--- config.mk ---
export PLATFORM = sky130hd
export DESIGN_NAME = booth_uart_link
export DESIGN_NICKNAME = d
export VERILOG_FILES = /design/src/rtl/booth_uart_pkg.sv /design/src/rtl/booth_seq.sv /design/src/rtl/booth_uart_link.sv
export SDC_FILE = /design/constraint.sdc
export NUM_CORES = 1
export LEC_CHECK = 0
export BUFFER_PORTS_ARGS = -buffer_cell sky130_fd_sc_hd__buf_4
export CAP_MARGIN = 20
export CORE_MARGIN = 5
export CORE_UTILIZATION = 50
export DETAILED_ROUTE_END_ITERATION = 7
export GPL_ROUTABILITY_DRIVEN = 0
export GPL_TIMING_DRIVEN = 0
export PLACE_DENSITY = 0.73
export RECOVER_POWER = 100
export SLEW_MARGIN = 20
export SYNTH_ARGS = -nofsm -noshare
export SYNTH_HDL_FRONTEND = slang
export SYNTH_HIERARCHICAL = 1
export SYNTH_SLANG_ARGS = --single-unit
--- constraint.sdc ---
create_clock -name clk -period 3.72 [get_ports clk]
set_input_delay 0.93 -clock clk [delete_from_list [all_inputs] [get_ports clk]]
set_output_delay 0.93 -clock clk [all_outputs]
set_load 0.01 [all_outputs]
--- src/rtl/booth_uart_pkg.sv ---
// Shared constants for the Booth multiplier UART link: ASCII codes, controller
// states and the bit-to-digit helper.
package booth_uart_pkg;

    localparam logic [7:0] ASCII_ZERO = 8'h30;
    localparam logic [7:0] ASCII_ONE  = 8'h31;
    localparam logic [7:0] ASCII_CR   = 8'h0D;
    localparam logic [7:0] ASCII_LF   = 8'h0A;
    localparam logic [7:0] ASCII_ERR  = 8'h45;

    typedef enum logic [2:0] {
        ST_RX_A    = 3'd0,
        ST_RX_B    = 3'd1,
        ST_CALC    = 3'd2,
        ST_TX      = 3'd3,
        ST_TX_TERM = 3'd4,
        ST_ERR     = 3'd5
    } state_t;

    function automatic logic [7:0] bit_to_ascii(input logic b);
        return {7'b0011000, b};
    endfunction

endpackage

--- src/rtl/booth_seq.sv ---
// Sequential radix-2 Booth multiplier: one iteration per cycle after start,
// done pulses for one cycle once the product register is final.
module booth_seq #(
    parameter int WIDTH = 4
) (
    input  logic                 clk,
    input  logic                 rst_n,
    input  logic                 start,
    input  logic [WIDTH-1:0]     m,
    input  logic [WIDTH-1:0]     q,
    output logic                 done,
    output logic [2*WIDTH-1:0]   product
);

    localparam int IW = $clog2(WIDTH + 1);
    localparam logic [IW-1:0] LAST_ITER = IW'(WIDTH - 1);

    // One extra accumulator bit keeps -2^(WIDTH-1) as multiplicand exact.
    logic [WIDTH:0]   acc_q, acc_d, sum_s, mcand_ext_s;
    logic [WIDTH-1:0] mult_q, mult_d, mcand_q, mcand_d;
    logic             qm1_q, qm1_d, run_q, run_d, done_q, done_d;
    logic [IW-1:0]    iter_q, iter_d;

    // Booth recode, add/subtract and arithmetic shift of {A,Q,Q-1}.
    always_comb begin
        mcand_ext_s = {mcand_q[WIDTH-1], mcand_q};
        case ({mult_q[0], qm1_q})
            2'b01:   sum_s = acc_q + mcand_ext_s;
            2'b10:   sum_s = acc_q - mcand_ext_s;
            default: sum_s = acc_q;
        endcase
        acc_d   = acc_q;
        mult_d  = mult_q;
        qm1_d   = qm1_q;
        mcand_d = mcand_q;
        iter_d  = iter_q;
        run_d   = run_q;
        done_d  = 1'b0;
        if (start) begin
            acc_d   = {(WIDTH+1){1'b0}};
            mult_d  = q;
            qm1_d   = 1'b0;
            mcand_d = m;
            iter_d  = {IW{1'b0}};
            run_d   = 1'b1;
        end else if (run_q) begin
            acc_d  = {sum_s[WIDTH], sum_s[WIDTH:1]};
            mult_d = {sum_s[0], mult_q[WIDTH-1:1]};
            qm1_d  = mult_q[0];
            if (iter_q == LAST_ITER) begin
                iter_d = {IW{1'b0}};
                run_d  = 1'b0;
                done_d = 1'b1;
            end else begin
                iter_d = iter_q + IW'(1);
            end
        end else begin
            run_d = 1'b0;
        end
    end

    // Datapath and sequencing registers.
    always_ff @(posedge clk or negedge rst_n) begin
        if (!rst_n) begin
            acc_q   <= {(WIDTH+1){1'b0}};
            mult_q  <= {WIDTH{1'b0}};
            qm1_q   <= 1'b0;
            mcand_q <= {WIDTH{1'b0}};
            iter_q  <= {IW{1'b0}};
            run_q   <= 1'b0;
            done_q  <= 1'b0;
        end else begin
            acc_q   <= acc_d;
            mult_q  <= mult_d;
            qm1_q   <= qm1_d;
            mcand_q <= mcand_d;
            iter_q  <= iter_d;
            run_q   <= run_d;
            done_q  <= done_d;
        end
    end

    assign done    = done_q;
    assign product = {acc_q[WIDTH-1:0], mult_q};

endmodule

--- src/rtl/booth_uart_link.sv ---
// UART byte bridge: parses two ASCII-binary signed operands, multiplies them with
// booth_seq and streams the product back as ASCII digits with optional CR LF.
module booth_uart_link
    import booth_uart_pkg::*;
#(
    parameter int WIDTH   = 4,
    parameter bit TERM_EN = 1'b1
) (
    input  logic       clk,
    input  logic       rst_n,
    input  logic [7:0] rx_data,
    input  logic       rx_valid,
    output logic [7:0] tx_data,
    output logic       tx_valid,
    input  logic       tx_ready,
    output logic       busy,
    output logic       overrun
);

    localparam int CW = $clog2(2*WIDTH + 1);
    localparam logic [CW-1:0] LAST_OPND = CW'(WIDTH - 1);
    localparam logic [CW-1:0] LAST_TX   = CW'(2*WIDTH - 1);

    state_t           state_q, state_d;
    logic [CW-1:0]    cnt_q, cnt_d;
    logic [WIDTH-1:0] opa_q, opa_d, opb_q, opb_d;
    logic [7:0]       tx_data_q, tx_data_d;
    logic             tx_valid_q, tx_valid_d, overrun_q, overrun_d, busy_q, busy_d;
    logic             hs_s, is_digit_s, is_eol_s, busy_s, start_s, done_s;
    logic [2*WIDTH-1:0] product_s, tx_shift_s;

    booth_seq #(.WIDTH(WIDTH)) u_booth (
        .clk     (clk),
        .rst_n   (rst_n),
        .start   (start_s),
        .m       (opa_q),
        .q       (opb_q),
        .done    (done_s),
        .product (product_s)
    );

    // Controller: parser, multiplier kick-off, TX sequencing and overrun detect.
    always_comb begin
        hs_s       = tx_valid_q && tx_ready;
        is_digit_s = (rx_data == ASCII_ZERO) || (rx_data == ASCII_ONE);
        is_eol_s   = (rx_data == ASCII_CR) || (rx_data == ASCII_LF);
        busy_s     = (state_q != ST_RX_A) && (state_q != ST_RX_B);
        // cnt stays 0 only during the first CALC cycle, giving a single start pulse.
        start_s    = (state_q == ST_CALC) && (cnt_q == {CW{1'b0}});
        tx_shift_s = product_s << (cnt_q + CW'(1));
        state_d    = state_q;
        cnt_d      = cnt_q;
        opa_d      = opa_q;
        opb_d      = opb_q;
        tx_data_d  = tx_data_q;
        tx_valid_d = tx_valid_q;
        overrun_d  = rx_valid && busy_s;
        case (state_q)
            ST_RX_A, ST_RX_B: begin
                if (rx_valid) begin
                    if (is_digit_s) begin
                        if (state_q == ST_RX_A) begin
                            opa_d = {opa_q[WIDTH-2:0], rx_data[0]};
                        end else begin
                            opb_d = {opb_q[WIDTH-2:0], rx_data[0]};
                        end
                        if (cnt_q == LAST_OPND) begin
                            cnt_d   = {CW{1'b0}};
                            state_d = (state_q == ST_RX_A) ? ST_RX_B : ST_CALC;
                        end else begin
                            cnt_d = cnt_q + CW'(1);
                        end
                    end else if (is_eol_s) begin
                        cnt_d = cnt_q;
                    end else begin
                        state_d    = ST_ERR;
                        cnt_d      = {CW{1'b0}};
                        opa_d      = {WIDTH{1'b0}};
                        opb_d      = {WIDTH{1'b0}};
                        tx_data_d  = ASCII_ERR;
                        tx_valid_d = 1'b1;
                    end
                end else begin
                    cnt_d = cnt_q;
                end
            end
            ST_CALC: begin
                if (done_s) begin
                    state_d    = ST_TX;
                    cnt_d      = {CW{1'b0}};
                    tx_data_d  = bit_to_ascii(product_s[2*WIDTH-1]);
                    tx_valid_d = 1'b1;
                end else begin
                    cnt_d = CW'(1);
                end
            end
            ST_TX: begin
                if (hs_s) begin
                    if (cnt_q == LAST_TX) begin
                        cnt_d = {CW{1'b0}};
                        if (TERM_EN) begin
                            state_d   = ST_TX_TERM;
                            tx_data_d = ASCII_CR;
                        end else begin
                            state_d    = ST_RX_A;
                            tx_data_d  = 8'h00;
                            tx_valid_d = 1'b0;
                        end
                    end else begin
                        cnt_d     = cnt_q + CW'(1);
                        tx_data_d = bit_to_ascii(tx_shift_s[2*WIDTH-1]);
                    end
                end else begin
                    cnt_d = cnt_q;
                end
            end
            ST_TX_TERM: begin
                if (hs_s) begin
                    if (cnt_q == {CW{1'b0}}) begin
                        cnt_d     = CW'(1);
                        tx_data_d = ASCII_LF;
                    end else begin
                        state_d    = ST_RX_A;
                        cnt_d      = {CW{1'b0}};
                        tx_data_d  = 8'h00;
                        tx_valid_d = 1'b0;
                    end
                end else begin
                    cnt_d = cnt_q;
                end
            end
            ST_ERR: begin
                if (hs_s) begin
                    state_d    = ST_RX_A;
                    cnt_d      = {CW{1'b0}};
                    tx_data_d  = 8'h00;
                    tx_valid_d = 1'b0;
                end else begin
                    cnt_d = cnt_q;
                end
            end
            default: begin
                state_d    = ST_RX_A;
                cnt_d      = {CW{1'b0}};
                tx_data_d  = 8'h00;
                tx_valid_d = 1'b0;
            end
        endcase
        busy_d = (state_d != ST_RX_A) && (state_d != ST_RX_B);
    end

    // State, operand and output registers.
    always_ff @(posedge clk or negedge rst_n) begin
        if (!rst_n) begin
            state_q    <= ST_RX_A;
            cnt_q      <= {CW{1'b0}};
            opa_q      <= {WIDTH{1'b0}};
            opb_q      <= {WIDTH{1'b0}};
            tx_data_q  <= 8'h00;
            tx_valid_q <= 1'b0;
            overrun_q  <= 1'b0;
            busy_q     <= 1'b0;
        end else begin
            state_q    <= state_d;
            cnt_q      <= cnt_d;
            opa_q      <= opa_d;
            opb_q      <= opb_d;
            tx_data_q  <= tx_data_d;
            tx_valid_q <= tx_valid_d;
            overrun_q  <= overrun_d;
            busy_q     <= busy_d;
        end
    end

    assign tx_data  = tx_data_q;
    assign tx_valid = tx_valid_q;
    assign overrun  = overrun_q;
    assign busy     = busy_q;

endmodule

==> qor.yml <==
status:
  status: "finished, violations left"
  violations: "capacitance limit, slew limit"
critical_path:
  ff2ff_path_depth: 6
  critPathMostFrequentCell: "clkbuf_1"
  worstSetupStartpointType: "input port"
  max_stage_delay_ns: 0.53
  cpMaxStageDelayCell: "nor4_1"
  critPathArrivalTime_ns: 3.02
  cp_data_required_time_ns: 3.90
  critPathLaunch: "rx_data[5]"
  rrSetupSlack_ns: 1.33
  crit_path_max_fanout: 9
  worstPathCellList: "clkbuf_1 > nor4_1 > o2111ai_4 > o211ai_1 > or3_1 > clkbuf_1 > mux2_1"
  end_kind: "flip-flop"
  crit_end: "tx_data[2]$_DFFE_PN0P_"
  critical_path_class: "in2reg"
  r2r_end: "tx_data[2]$_DFFE_PN0P_"
  crit-reg2reg-launch: "state_q[1]$_DFF_PN0_"
floorplanning:
  die_x_um: 82.06
  ios: 23
  die_h_um: 82.06
  die_area_um2: 6734
  initial_core_util: 0.5116
  num_rows: 26
  core-area_um2: 5075
clock_network:
  cts_tree: "yes"
  cts_sinks: 42
  cts-buffers-inserted: 5
  cts_setup_buffers: 0
  cts_hold_buf: 0
  clock_latency_ns: 0.30
  path_clk_slew_ns: 0.08
  cts-htree-levels: 2
  root_buffer: "clkbuf_8"
  cts_resized: 0
  clockBufferDepth: 2
timing:
  fin_crit_sh: 0.7625
  setup_slack_ns: 0.8834
  clock_skew_ns: 0.003915
  finalHoldViolCount: 0
  hold_slack_ns: 0.4629
  grt_setup_unrepaired: "false"
  fmax_mhz: 352.5
  fin_crit_ns: 2.837
  fin_tns_setup_ns: 0
  setup_viol: 0
  worstMarginPinSlew_ns: 2.267
  relSlewSlack: -0.5115
  drv_slew: 43
grt:
  grt_usage: 0.1832
  grt_pass1_wl_um: 9577
  first_global_vias: 2062
  grt.overflow.total: 0
  grt_max_degree: 43
  antenna_found_initial: 0
route:
  ant_nets: 0
  wl_per_cell_um: 14.81
  via_per_inst: 5.608
  drt-total-wl_um: 5437
  first_pass_iters: 4
  drc: 0
  drt-initial-drc-count: 100
  vias: 2058
final_layout:
  antenna_cells: 0
  utilization: 0.5643
  multi_input_area_um2: 1378
  nets: 318
  seq_area_um2: 1051
  nFillCells: 476
  drive_above_1_share: 0.1246
  syn_to_final_growth_pct: 10.31
synth:
  synthArstFlopShare: 1.000
  synth_edf_count: 0
  syn_area_per_cell_um2: 9.687
  synth_warnings: 6
  synthCells: 268
  synth_area_um2: 2596
  synth_flop_cell: "dfrtp_1"
  synth_cell_types: 59
  synth.net_count: 290
  ys_ff_latch: 42
  synth_seq_area_share: 0.4048
min_path:
  min_path_type: "reg2reg"
power:
  power.density_nw_per_um2: 296.7
  peakVddDrop_v: 0.0001805
  leakagePower_nw: 1.237
  power.total_w: 0.0008497
placed_design:
  pre_cts_ws_ns: 1.075
  hpwl_um: 3969
  port_buffers: 21
run:
  maxCapViolCount: 1
[layer usage]
layer / GRT usage / share of wire / up-vias
met5: 0 / 0 / -
li1: - / - / 1015
met1: 0.2505 / 0.49 / 988
met2: 0.2981 / 0.46 / 48
met3: 0.02303 / 0.041 / 7
met4: 0.06478 / 0.015 / 0
[synth_stat cells, types with 3 or more instances]
| cell type | count | area, um2 |
|---|---|---|
| nor2_1 | 24 | 90.09 |
| a31oi_1 | 3 | 18.77 |
| nand3_1 | 4 | 20.02 |
| inv_1 | 12 | 45.04 |
| a22o_1 | 8 | 70.07 |
| o21ai_0 | 15 | 75.07 |
| and3_1 | 3 | 18.77 |
| ha_1 | 9 | 112.6 |
| nand2b_1 | 5 | 31.28 |
| xnor2_1 | 3 | 26.28 |
| a211oi_1 | 5 | 37.54 |
| buf_2 | 4 | 20.02 |
| mux2_2 | 3 | 33.78 |
| dfrtp_1 | 42 | 1051 |
| a21oi_1 | 17 | 85.08 |
| mux2i_1 | 9 | 90.09 |
| nor3_1 | 7 | 35.03 |
| nand3b_1 | 3 | 22.52 |
| mux2_4 | 4 | 60.06 |
| nor2b_1 | 7 | 43.79 |
| clkbuf_1 | 5 | 18.77 |
| xor2_1 | 3 | 26.28 |
| nand4_1 | 3 | 18.77 |
| nand2_1 | 24 | 90.09 |
| buf_4 | 5 | 37.54 |
| and4_1 | 3 | 26.28 |
[cell type report]
class                      count  share of cell area
multi-input combinational    199              0.4810
timing repair buffer          21             0.03932
clock buffer                   5             0.02403
tap                           70             0.03058
clock inverter                 3             0.01573
inverter                      12             0.01573
buffer                        15             0.02665
sequential                    42              0.3670
[report_power, final]
group          switching (W)  total (W)  internal (W)
logic              0.0000164  0.0000258    0.00000941
registers        0.000000117   0.000457      0.000457
clock network       0.000167   0.000367      0.000200
[logic make-up (layout without fill, tap and decap cells)]
group | Yosys count | in the layout | synth area share
simple gates | 98 | 98 | 0.2043
compound gates | 67 | 67 | 0.1875
flops | 42 | 42 | 0.4048
buf+inv | 27 | 56 | 0.05109
mux | 17 | 17 | 0.07952
fa+ha+maj | 10 | 10 | 0.05109
xor+xnor | 6 | 6 | 0.02024
other cells | 1 | 1 | 0.001444
[worst max-delay path, delay by kind of cell]
family	cells	cell delay, ns
buffers and inverters	2	0.35
AO/OA/AOI/OAI	2	0.64
AND/OR/NAND/NOR	2	0.74
multiplexers	1	0.36
[sequential cells by signal (all words and copies together), names as in the netlist]
| signal | flops |
|---|---|
| tx_data | 6 |
| cnt_q | 4 |
| opa_q | 4 |
| opb_q | 4 |
| u_booth/acc_q | 4 |
| u_booth/mcand_q | 4 |
| u_booth/mult_q | 4 |
| state_q | 3 |
| u_booth/iter_q | 3 |
| busy | 1 |
| overrun | 1 |
| tx_valid | 1 |
| u_booth/done | 1 |
| u_booth/qm1_q | 1 |
| u_booth/run_q | 1 |
[layout by cell type (no fill, tap or decap), types with 4 or more instances in the layout]
cell type | Yosys | layout
nand3_1 | 4 | 4
o21ai_0 | 15 | 15
a22o_1 | 8 | 8
nor2b_1 | 7 | 7
dfrtp_1 | 42 | 42
buf_4 | 5 | 13
nand2b_1 | 5 | 5
inv_1 | 12 | 12
mux2_1 | 0 | 5
ha_1 | 9 | 9
nor2_1 | 24 | 24
clkbuf_8 | 0 | 5
mux2i_1 | 9 | 9
nor3_1 | 7 | 7
a21oi_1 | 17 | 17
nand2_1 | 24 | 24
a211oi_1 | 5 | 5
clkbuf_1 | 5 | 21
[worst min-delay path by stage]
stage                             endpoint                          start  cells after the start  slack, ns
finish              u_booth/done$_DFF_PN0_  u_booth/iter_q[2]$_DFFE_PN0P_                      1       0.46
global route        u_booth/done$_DFF_PN0_  u_booth/iter_q[2]$_DFFE_PN0P_                      1       0.50
CTS                 u_booth/done$_DFF_PN0_  u_booth/iter_q[2]$_DFFE_PN0P_                      1       0.47
detailed placement  u_booth/done$_DFF_PN0_  u_booth/iter_q[2]$_DFFE_PN0P_                      1       0.45
global placement    u_booth/done$_DFF_PN0_  u_booth/iter_q[2]$_DFFE_PN0P_                      1       0.43
floorplan           u_booth/done$_DFF_PN0_  u_booth/iter_q[2]$_DFFE_PN0P_                      1       0.41
[metrics by stage]
step / area (um2) / cells
after floorplan: 2596 / 268
after global placement: 2841 / 359
after detailed placement: 2841 / 359
after CTS: 2955 / 367
after global routing: 2864 / 367
final: 2864 / 367
(Power assumes the default switching activity.)
